## src/rtl/multiplier_controller_taint_track_if.sv

```systemverilog
// Handshake/control bundle between the multiplier sequencer and its shift-add datapath.
// Each control line carries a companion _t taint bit.
interface multiplier_controller_taint_track_if #(
    parameter int WIDTH = 4
);
    logic             start;
    logic             start_t;
    logic [WIDTH-1:0] multiplierReg;
    logic             multiplierReg_t;
    logic             busy;
    logic             busy_t;
    logic             done;
    logic             done_t;
    logic             mrld;
    logic             mrld_t;
    logic             mdld;
    logic             mdld_t;
    logic             rsclear;
    logic             rsclear_t;
    logic             rsload;
    logic             rsload_t;
    logic             rsshr;
    logic             rsshr_t;

    // Sequencer side
    modport slave (
        input  start, start_t, multiplierReg, multiplierReg_t,
        output busy, busy_t, done, done_t, mrld, mrld_t, mdld, mdld_t,
               rsclear, rsclear_t, rsload, rsload_t, rsshr, rsshr_t
    );

    // Requester / datapath side
    modport master (
        output start, start_t, multiplierReg, multiplierReg_t,
        input  busy, busy_t, done, done_t, mrld, mrld_t, mdld, mdld_t,
               rsclear, rsclear_t, rsload, rsload_t, rsshr, rsshr_t
    );
endinterface

```

## src/rtl/multiplier_controller_taint_track.sv

```systemverilog
// Shift-add multiplier sequencer with control-flow taint propagation.
// Define MULT_CTRL_TAINT_EN to build the taint logic; otherwise every _t output is 0.
module multiplier_controller_taint_track #(
    parameter int WIDTH = 4
) (
    input  logic clk,
    input  logic rst_n,
    multiplier_controller_taint_track_if.slave bus
);
    localparam int CW = (WIDTH > 2) ? $clog2(WIDTH) : 1;
    localparam logic [CW-1:0] CNT_MAX = CW'(WIDTH - 1);

    typedef enum logic [2:0] {
        S_IDLE  = 3'd0,
        S_LOAD  = 3'd1,
        S_ITER  = 3'd2,
        S_SHIFT = 3'd3,
        S_DONE  = 3'd4
    } state_e;

    state_e        state_q, state_d;
    logic [CW-1:0] cnt_q, cnt_d;
    logic          busy, done, mrld, mdld, rsclear, rsload, rsshr;
    logic          taint_now;
    logic          mr_bit;

    assign mr_bit = bus.multiplierReg[cnt_q];

    always_ff @(posedge clk or negedge rst_n) begin
        if (!rst_n) begin
            state_q <= S_IDLE;
            cnt_q   <= '0;
        end else begin
            state_q <= state_d;
            cnt_q   <= cnt_d;
        end
    end

    always_comb begin
        state_d = state_q;
        cnt_d   = cnt_q;
        busy    = 1'b0;
        done    = 1'b0;
        mrld    = 1'b0;
        mdld    = 1'b0;
        rsclear = 1'b0;
        rsload  = 1'b0;
        rsshr   = 1'b0;
        unique case (state_q)
            S_IDLE: begin
                if (bus.start) state_d = S_LOAD;
            end
            S_LOAD: begin
                busy    = 1'b1;
                mrld    = 1'b1;
                mdld    = 1'b1;
                rsclear = 1'b1;
                cnt_d   = '0;
                state_d = S_ITER;
            end
            S_ITER: begin
                busy = 1'b1;
                if (mr_bit) begin
                    rsload  = 1'b1;
                    state_d = S_SHIFT;
                end else begin
                    rsshr = 1'b1;
                    // cnt saturates at the last bit; the exit decision is made there
                    if (cnt_q == CNT_MAX) state_d = S_DONE;
                    else                  cnt_d   = cnt_q + 1'b1;
                end
            end
            S_SHIFT: begin
                busy  = 1'b1;
                rsshr = 1'b1;
                if (cnt_q == CNT_MAX) begin
                    state_d = S_DONE;
                end else begin
                    cnt_d   = cnt_q + 1'b1;
                    state_d = S_ITER;
                end
            end
            S_DONE: begin
                busy    = 1'b1;
                done    = 1'b1;
                state_d = S_IDLE;
            end
            default: state_d = S_IDLE;
        endcase
    end

`ifdef MULT_CTRL_TAINT_EN
    logic ctrl_taint_q, ctrl_taint_d;

    // Sticky for the whole operation; reloaded only when a new start is accepted
    always_comb begin
        ctrl_taint_d = ctrl_taint_q;
        if (state_q == S_IDLE && bus.start)             ctrl_taint_d = bus.start_t;
        else if (state_q == S_ITER && bus.multiplierReg_t) ctrl_taint_d = 1'b1;
    end

    always_ff @(posedge clk or negedge rst_n) begin
        if (!rst_n) ctrl_taint_q <= 1'b0;
        else        ctrl_taint_q <= ctrl_taint_d;
    end

    // An ITER cycle's branch is tainted by the multiplier bit it reads
    assign taint_now = ctrl_taint_q || (state_q == S_ITER && bus.multiplierReg_t);
`else
    logic unused_taint_in;
    assign unused_taint_in = bus.start_t ^ bus.multiplierReg_t;
    assign taint_now       = 1'b0;
`endif

    assign bus.busy      = busy;
    assign bus.done      = done;
    assign bus.mrld      = mrld;
    assign bus.mdld      = mdld;
    assign bus.rsclear   = rsclear;
    assign bus.rsload    = rsload;
    assign bus.rsshr     = rsshr;
    assign bus.busy_t    = busy    & taint_now;
    assign bus.done_t    = done    & taint_now;
    assign bus.mrld_t    = mrld    & taint_now;
    assign bus.mdld_t    = mdld    & taint_now;
    assign bus.rsclear_t = rsclear & taint_now;
    assign bus.rsload_t  = rsload  & taint_now;
    assign bus.rsshr_t   = rsshr   & taint_now;
endmodule

```

## src/flat_wrapper.sv

```systemverilog
// flat-port wrapper written by rule: the top's interface ports become plain ports
module multiplier_controller_taint_track_flat 
#(
    parameter int WIDTH = 4
)
  (clk, rst_n, bus_start, bus_start_t, bus_multiplierReg, bus_multiplierReg_t, bus_busy, bus_busy_t, bus_done, bus_done_t, bus_mrld, bus_mrld_t, bus_mdld, bus_mdld_t, bus_rsclear, bus_rsclear_t, bus_rsload, bus_rsload_t, bus_rsshr, bus_rsshr_t);
  multiplier_controller_taint_track_if #(.WIDTH(WIDTH)) bus_i ();
  input  logic clk;
  input  logic rst_n;
  input wire logic [$bits(bus_i.start)-1:0] bus_start;
  input wire logic [$bits(bus_i.start_t)-1:0] bus_start_t;
  input wire logic [$bits(bus_i.multiplierReg)-1:0] bus_multiplierReg;
  input wire logic [$bits(bus_i.multiplierReg_t)-1:0] bus_multiplierReg_t;
  output wire logic [$bits(bus_i.busy)-1:0] bus_busy;
  output wire logic [$bits(bus_i.busy_t)-1:0] bus_busy_t;
  output wire logic [$bits(bus_i.done)-1:0] bus_done;
  output wire logic [$bits(bus_i.done_t)-1:0] bus_done_t;
  output wire logic [$bits(bus_i.mrld)-1:0] bus_mrld;
  output wire logic [$bits(bus_i.mrld_t)-1:0] bus_mrld_t;
  output wire logic [$bits(bus_i.mdld)-1:0] bus_mdld;
  output wire logic [$bits(bus_i.mdld_t)-1:0] bus_mdld_t;
  output wire logic [$bits(bus_i.rsclear)-1:0] bus_rsclear;
  output wire logic [$bits(bus_i.rsclear_t)-1:0] bus_rsclear_t;
  output wire logic [$bits(bus_i.rsload)-1:0] bus_rsload;
  output wire logic [$bits(bus_i.rsload_t)-1:0] bus_rsload_t;
  output wire logic [$bits(bus_i.rsshr)-1:0] bus_rsshr;
  output wire logic [$bits(bus_i.rsshr_t)-1:0] bus_rsshr_t;
  assign bus_i.start = bus_start;
  assign bus_i.start_t = bus_start_t;
  assign bus_i.multiplierReg = bus_multiplierReg;
  assign bus_i.multiplierReg_t = bus_multiplierReg_t;
  assign bus_busy = bus_i.busy;
  assign bus_busy_t = bus_i.busy_t;
  assign bus_done = bus_i.done;
  assign bus_done_t = bus_i.done_t;
  assign bus_mrld = bus_i.mrld;
  assign bus_mrld_t = bus_i.mrld_t;
  assign bus_mdld = bus_i.mdld;
  assign bus_mdld_t = bus_i.mdld_t;
  assign bus_rsclear = bus_i.rsclear;
  assign bus_rsclear_t = bus_i.rsclear_t;
  assign bus_rsload = bus_i.rsload;
  assign bus_rsload_t = bus_i.rsload_t;
  assign bus_rsshr = bus_i.rsshr;
  assign bus_rsshr_t = bus_i.rsshr_t;
  multiplier_controller_taint_track #(.WIDTH(WIDTH)) u_core (.clk(clk), .rst_n(rst_n), .bus(bus_i));
endmodule
```

## config.mk

```make
export PLATFORM = sky130hd
export DESIGN_NAME = multiplier_controller_taint_track_flat
export DESIGN_NICKNAME = d
export VERILOG_FILES = /design/src/rtl/multiplier_controller_taint_track_if.sv /design/src/rtl/multiplier_controller_taint_track.sv /design/src/flat_wrapper.sv
export SDC_FILE = /design/constraint.sdc
export NUM_CORES = 1
export LEC_CHECK = 0
export BUFFER_PORTS_ARGS = -buffer_cell sky130_fd_sc_hd__buf_2
export CORE_AREA = 2 2 39 41
export CTS_CLUSTER_SIZE = 30
export DETAILED_ROUTE_END_ITERATION = 7
export DIE_AREA = 0 0 41 43
export GPL_ROUTABILITY_DRIVEN = 0
export GPL_TIMING_DRIVEN = 0
export HOLD_SLACK_MARGIN = 0.08
export PLACE_DENSITY = 0.58
export SETUP_SLACK_MARGIN = 0.5
export SYNTH_ARGS = -nofsm -noshare
export SYNTH_HDL_FRONTEND = slang
export SYNTH_SLANG_ARGS = --single-unit
```

## constraint.sdc

```tcl
create_clock -name clk -period 2.3 [get_ports clk]
set_input_delay 0.46 -clock clk [delete_from_list [all_inputs] [get_ports clk]]
set_output_delay 0.46 -clock clk [all_outputs]
set_load 0.005 [all_outputs]
```

==> results of run 1 <==
[final cells by class]
class	instances	share of cell area
buffer	9	0.1102
clock buffer	4	0.04286
multi-input combinational	34	0.4306
tap	16	0.03265
sequential	5	0.2061
inverter	1	0.006122
timing repair buffer	18	0.1714
[repair_timing]
item / 4_1_cts / 5_1_grt
endpoints found under the hold margin: 5 / 0
cloned: 0 / 0
resized for setup: 11 / 1
setup endpoints to repair: 2 / 5
pin swaps: 2 / 2
buffers inserted: 3 / 1
hold buffers: 1 / 0
[power by group through the flow]
stage               combinational [W]  sequential (W)  clock (W)
floorplan                    0.000249        0.000172          0
global placement             0.000327        0.000185          0
detailed placement           0.000338        0.000185          0
CTS                          0.000450        0.000181   0.000111
global route                 0.000512        0.000191   0.000118
finish                       0.000455        0.000183   0.000106
[logic make-up (layout without fill, tap and decap cells)]
family                     after synthesis  after routing  synth area share
DFF                                      5              5            0.3236
other                                    1              7          0.009699
buffers and inverters                   10             32            0.1844
muxes                                    4              4            0.1036
AOI/OAI and AO/OA                        5              5           0.09710
and+or+nand+nor                         16             16            0.2266
xor gates and xnor gates                 1              1           0.02266
adders and majority gates                1              1           0.03236
[flip-flops by register name (all words and copies together) (netlist names)]
name / flops
u_core.cnt_q: 2
u_core.state_q: 3
[final timing paths]
| kind | cells past startpoint | endpoint |
|---|---|---|
| min in group asynchronous | 2 | u_core.state_q[2]$_DFFE_PN0P_ |
| max | 4 | bus_rsshr |
| min reg2reg | 2 | u_core.state_q[0]$_DFFE_PN0P_ |
| max in group asynchronous | 2 | u_core.cnt_q[0]$_DFFE_PN0P_ |
| min | 3 | u_core.state_q[0]$_DFFE_PN0P_ |
| max reg2reg | 5 | u_core.cnt_q[0]$_DFFE_PN0P_ |
[layer usage]
metal  global-route usage  vias up
met5                    0        -
met4               0.1000        0
met3              0.09424        4
met2               0.1656       13
met1               0.1246      167
li1                     -      187
[placed cells by master (no fill, tap or decap), types with 3 or more instances in the layout]
master,netlist,routed
dfrtp_1,5,4
clkbuf_4,0,3
buf_4,9,13
conb_1,1,7
nor2_2,1,3
buf_2,0,13
[metrics by stage]
stage / instances / area (um^2) / utilization
after floorplan: 49 / 409.1 / -
after CTS: 86 / 600.6 / 0.4340
after global routing: 87 / 613.1 / 0.4430
after global placement: 78 / 494.2 / 0.3571
after detailed placement: 78 / 494.2 / 0.3571
final: 87 / 613.1 / 0.4430
[worst register-to-register path: stages, from the launching register on]
cell and delay [ps]:
dfrtp_2 450, buf_4 160, ha_1 210, a211o_1 340
or4_1 410, nand2_1 70
==> flow_metrics.tcl, run 1 <==
set metrics [dict create \
    detailroute.via_count 371 \
    finalClockSkew_ps 6.158 \
    clockPowerShare 0.142 \
    htree_num_levels 1 \
    wl_met3_um 72 \
    routedLengthMet1_um 294 \
    root_buffer "clkbuf_4" \
    finalSetupTns_ps 0 \
    total_leakage_power_nw 0.3304 \
    drt_first_pass_iters 2 \
    grt_first_pass_wirelength_um 1345 \
    final.hold.worst_slack_ps 503.0 \
    crit_family "flip-flops" \
    grt_antenna_before_repair 0 \
    synth_area_leaders "dfrtp_1, buf_4, mux2i_1" \
    boundaryPins 23 \
    wirelength_um 822 \
    detail_route.vias_per_cell 4.264 \
    power_w 0.0007442 \
    ctsLongestPathBuffers 2 \
    worst_hold_path_type "in -> reg" \
    setup.worst_path.end_class "output pin" \
    dpl_worst_slack_ps 608.1 \
    area_growth_syn_to_layout_pct 58.58 \
    combinational_share_of_power 0.612 \
    fin_crit_ps 1803 \
    crit_path_cell_trace "mux2i_4 -> o22ai_2 -> nor2_1 -> buf_2" \
    fill_cells 138 \
    power.density_cell_area_nw_per_um2 1214 \
    sequential_cell_area_um2 126.4 \
    ys_dominant_reg_cell "dfrtp_1" \
    yosys.cell_count.top_type "buf_4" \
    fp.dieArea_um2 1763 \
    netlist-cell-type-count 22 \
    cp_data_required_time_ps 1840 \
    timing.hold.worst.start "bus_start" \
    port_buffers 13 \
    syn_avg_cell_area_um2 8.991 \
    cts_tree "yes" \
    maxClockFrequency_mhz 554.8 \
    area_of_the_multi_input_gates_um2 264.0 \
    timing.final.max_slew_violations 0 \
    n_antenna_cell 0 \
    flop_pwr_share 0.246 \
    outcome "finished clean" \
    clock_slew_at_reported_path_ffs_ps 50 \
    synth-warning-count 0 \
    ys_seq_elements 5 \
    num_rows 14 \
    dieWidth_um 41 \
    globalRouteOverflowTotal 0 \
    synth_commonest_cells "buf_4, dfrtp_1, nor2_1" \
    synth_seq_area_share 0.3236 \
    initial_utilization 0.2794 \
    syn_area_um2 386.6 \
    core_area_um2 1384 \
    final-setup-viol-count 0 \
    worstPathMaxFanout 3 \
    grt_max_degree 8 \
    slowest_stage "dfrtp_2" \
    fin_nets 82 \
    die_h_um 43 \
    vdd_drop_max_v 0.0004703 \
    clock_insertion_delay_worst_skew_ps 250 \
    post-route-period-util 0.7837 \
    avgRoutedWirePerCell_um 9.448 \
    worstPathArrival_ps 1340 \
    number_of_enable_type_register_cells_in_the_synthesized_netlist 0 \
    startpoint_type "flop" \
    synth.largest_area_cell "dfrtp_1" \
    worstReg2RegStart "u_core.cnt_q[0]$_DFFE_PN0P_" \
    slowest_delay_ps 430 \
    r2r_setup_slack_ps 590 \
    p_int_w 0.0004514 \
    place.detailed.hpwl_um 616.6 \
    synthesis.instances 43 \
    final.setup.worst_slack_ps 497.4 \
    met2RoutedLength_um 425 \
    post-synth-top-area-fraction 0.3236 \
    setup_repair_after_global_routing_missed_its_margin "yes" \
    cts_num_sinks 5 \
    setup.worst_path.start "u_core.cnt_q[0]$_DFFE_PN0P_" \
    grt_pass1_vias 334 \
    highest_routing_layer_actually_used "met4" \
    final-hold-violation-count 0 \
    number_of_buffers_created_by_cts 3 \
    grtUsageTotal 0.1253 \
    worstPathBufferInverterCount 1 \
    route.detailed.drc 0 \
    power.switching_fraction 0.3934 \
    drt-initial-drc-count 2 \
    share_of_layout_cells_above_drive_strength_1 0.5493 \
    postRouteAntennaNets 0 \
    power.net_switching_w 0.0002928 \
    crit_type "reg -> out" \
    cap_viol_max_count 0 \
    async_reset_ff_frac 1.000 \
]
No activity file was read; power rests on OpenSTA's default activity.
==> run 2, diff against run 1 <==
--- a/config.mk
+++ b/config.mk
@@ -5,6 +5,7 @@
 export SDC_FILE = /design/constraint.sdc
 export NUM_CORES = 1
 export LEC_CHECK = 0
+export ABC_AREA = 1
 export BUFFER_PORTS_ARGS = -buffer_cell sky130_fd_sc_hd__buf_2
 export CORE_AREA = 2 2 39 41
 export CTS_CLUSTER_SIZE = 30
@@ -13,7 +14,7 @@
 export GPL_ROUTABILITY_DRIVEN = 0
 export GPL_TIMING_DRIVEN = 0
 export HOLD_SLACK_MARGIN = 0.08
-export PLACE_DENSITY = 0.58
+export PLACE_DENSITY = 0.66
 export SETUP_SLACK_MARGIN = 0.5
 export SYNTH_ARGS = -nofsm -noshare
 export SYNTH_HDL_FRONTEND = slang
==> constraint.sdc (replaced) <==
create_clock -name clk -period 1.54 [get_ports clk]
set_input_delay 0.308 -clock clk [delete_from_list [all_inputs] [get_ports clk]]
set_output_delay 0.308 -clock clk [all_outputs]
set_load 0.005 [all_outputs]
==> run 2 against run 1 <==
Die area is the same. Combinational power grew to 2.6 times the previous value. Global-route usage grew 1.4 points. Critical endpoint unchanged.
==> flow_metrics.tcl, run 2 <==
set metrics [dict create \
    area_of_the_multi_input_gates_um2 307.8 \
    number_of_placed_instances_taps_included 100 \
    clock_slew_at_reported_path_ffs_ps 40 \
    flop_pwr_share 0.193 \
    grtUsageTotal 0.1397 \
    globalRouteOverflowTotal 0 \
    initial_utilization 0.3300 \
    largest-register "u_core.state_q" \
    drt_first_pass_iters 4 \
    power.net_switching_w 0.0007376 \
    finalClockSkew_ps 0.3140 \
    detail_route.vias_per_cell 4.136 \
    dpl-instance-area_um2 571.8 \
    drt-initial-drc-count 12 \
    number_of_buffers_created_by_cts 3 \
    power.switching_fraction 0.4514 \
    setup_repair_after_global_routing_missed_its_margin "yes" \
    async_reset_ff_frac 1.000 \
    boundaryPins 23 \
    synth_commonest_cells "nand2_1, buf_4, inv_1" \
    num_rows 14 \
    cts_tree "yes" \
    grt_max_degree 7 \
    crit_type "reg -> out" \
    power_w 0.001634 \
    ys_seq_elements 5 \
    combinational_share_of_power 0.717 \
    final_cell_mix "buf_4, buf_2, nand2_1" \
    worst_hold_path_type "in -> async" \
    vdd_drop_max_v 0.0009550 \
    p_int_w 0.0008963 \
    final.setup.worst_slack_ps 58.36 \
    syn_area_um2 456.7 \
    syn_avg_cell_area_um2 7.026 \
    die_h_um 43 \
    grt_pass1_vias 441 \
    yosys.cell_count.top_type "nand2_1" \
    ctsLongestPathBuffers 2 \
    sequential_cell_area_um2 127.6 \
    ys_dominant_reg_cell "dfrtp_1" \
    final-setup-viol-count 0 \
    share_of_layout_cells_above_drive_strength_1 0.6078 \
    cts_num_sinks 5 \
    n_antenna_cell 0 \
    startpoint_type "flop" \
    dieWidth_um 41 \
    cap_viol_max_count 0 \
    synthesis.instances 65 \
    fin_area_um2 783.3 \
    route.detailed.drc 0 \
    avgRoutedWirePerCell_um 9.042 \
    fill_cells 129 \
    port_buffers 13 \
    root_buffer "clkbuf_4" \
    area_growth_syn_to_layout_pct 71.51 \
    netlist-cell-type-count 18 \
    fin_crit_ps 1482 \
    place.detailed.hpwl_um 683.6 \
    htree_num_levels 1 \
    outcome "finished clean" \
    timing.final.max_slew_violations 0 \
    power.density_cell_area_nw_per_um2 2086 \
    synth-warning-count 0 \
    postRouteAntennaNets 0 \
    worstPathMaxFanout 4 \
    top_regs "u_core.state_q x3, u_core.cnt_q x2" \
    synth.largest_area_cell "dfrtp_1" \
    largest_register_ffs 3 \
    grt_antenna_before_repair 0 \
    maxClockFrequency_mhz 674.9 \
    core_area_um2 1384 \
    worstPathArrival_ps 1170 \
    fin_nets 113 \
    clock_insertion_delay_worst_skew_ps 240 \
    final-hold-violation-count 0 \
    stdcell_count 118 \
    fp.dieArea_um2 1763 \
    total_leakage_power_nw 0.4257 \
    post-route-period-util 0.9621 \
    synth_area_leaders "dfrtp_1, buf_4, nand3_2" \
    wirelength_um 1067 \
    post-synth-top-area-fraction 0.2740 \
    detailroute.via_count 488 \
    fin_util 0.5660 \
    synth_seq_area_share 0.2740 \
    grt_first_pass_wirelength_um 1662 \
    clockPowerShare 0.090 \
    number_of_enable_type_register_cells_in_the_synthesized_netlist 0 \
    worstRegToRegCells 9 \
    cp_data_required_time_ps 1230 \
    layout_commonest_cell "buf_4" \
    setup.worst_path.end_class "output pin" \
    dpl_worst_slack_ps 242.9 \
]
run 2: cell count changes after synthesis, sizes merged, moves of 2 or more:
cell	previous run	this run
a211o	2	0
and2	2	0
inv	1	10
mux2i	4	0
nand2	1	15
nand3	0	8
nor3	1	4
run 2: cell families after synthesis:
kind of cell | after synthesis | share of synthesized area
DFF | 5 | 0.2740
AOI/OAI and AO/OA | 4 | 0.05205
other | 1 | 0.008211
buffers and inverters | 19 | 0.2301
adders and majority gates | 1 | 0.02739
and+or+nand+nor | 35 | 0.4082
run 2: per-stage QoR:
step | setup TNS [ps] | hold WS, ps
CTS | 0 | 395.2
detailed placement | 0 | 123.6
floorplan | 0 | 12.41
global placement | 0 | 122.4
global route | -69.89 | 422.5
finish | 0 | 401.4
run 2: repair_timing:
item	4_1_cts	5_1_grt
hold buffers	1	0
buffers inserted	10	3
pin swaps	9	9
hold endpoints to repair	5	0
gates resized for setup	12	7
endpoints found under the setup margin	12	12
run 2: cell type report:
type	count	share of cell area
Inverter	10	0.04792
Buffer	9	0.08626
Clock buffer	4	0.03355
Multi-Input combinational cell	47	0.3930
Sequential cell	5	0.1629
Tap cell	16	0.02556
Timing Repair Buffer	27	0.2508
run 2: worst max-delay path, cell delays in order (launching register included):
cell and delay, ps:
dfrtp_1 410, nand2_1 120, nand3_4 100, a31oi_1 170, buf_2 130
run 2: power groups by stage:
stage	clock network, W	logic, W	registers, W
2_1_floorplan	0	0.000572	0.000269
5_1_grt	0.000165	0.00131	0.000324
3_3_place_gp	0	0.000732	0.000287
6_report	0.000146	0.00117	0.000316
3_5_place_dp	0	0.000748	0.000288
4_1_cts	0.000155	0.00105	0.000296
run 2: routing by layer:
metal / part of all wire / GRT usage
met5: 0 / 0
met2: 0.53 / 0.2188
met4: 0 / 0.07333
met1: 0.43 / 0.1683
met3: 0.042 / 0.03141
run 2: worst paths after layout:
check	endpoint	startpoint	slack [ps]
min reg2reg	u_core.cnt_q[1]$_DFFE_PN0P_	u_core.cnt_q[1]$_DFFE_PN0P_	570
min	u_core.state_q[2]$_DFFE_PN0P_	rst_n	400
max in group asynchronous	u_core.state_q[1]$_DFFE_PN0P_	rst_n	1000
max	bus_rsshr	u_core.cnt_q[0]$_DFFE_PN0P_	60
max reg2reg	u_core.cnt_q[0]$_DFFE_PN0P_	u_core.cnt_q[0]$_DFFE_PN0P_	120
min in group clk	u_core.state_q[0]$_DFFE_PN0P_	bus_start	440
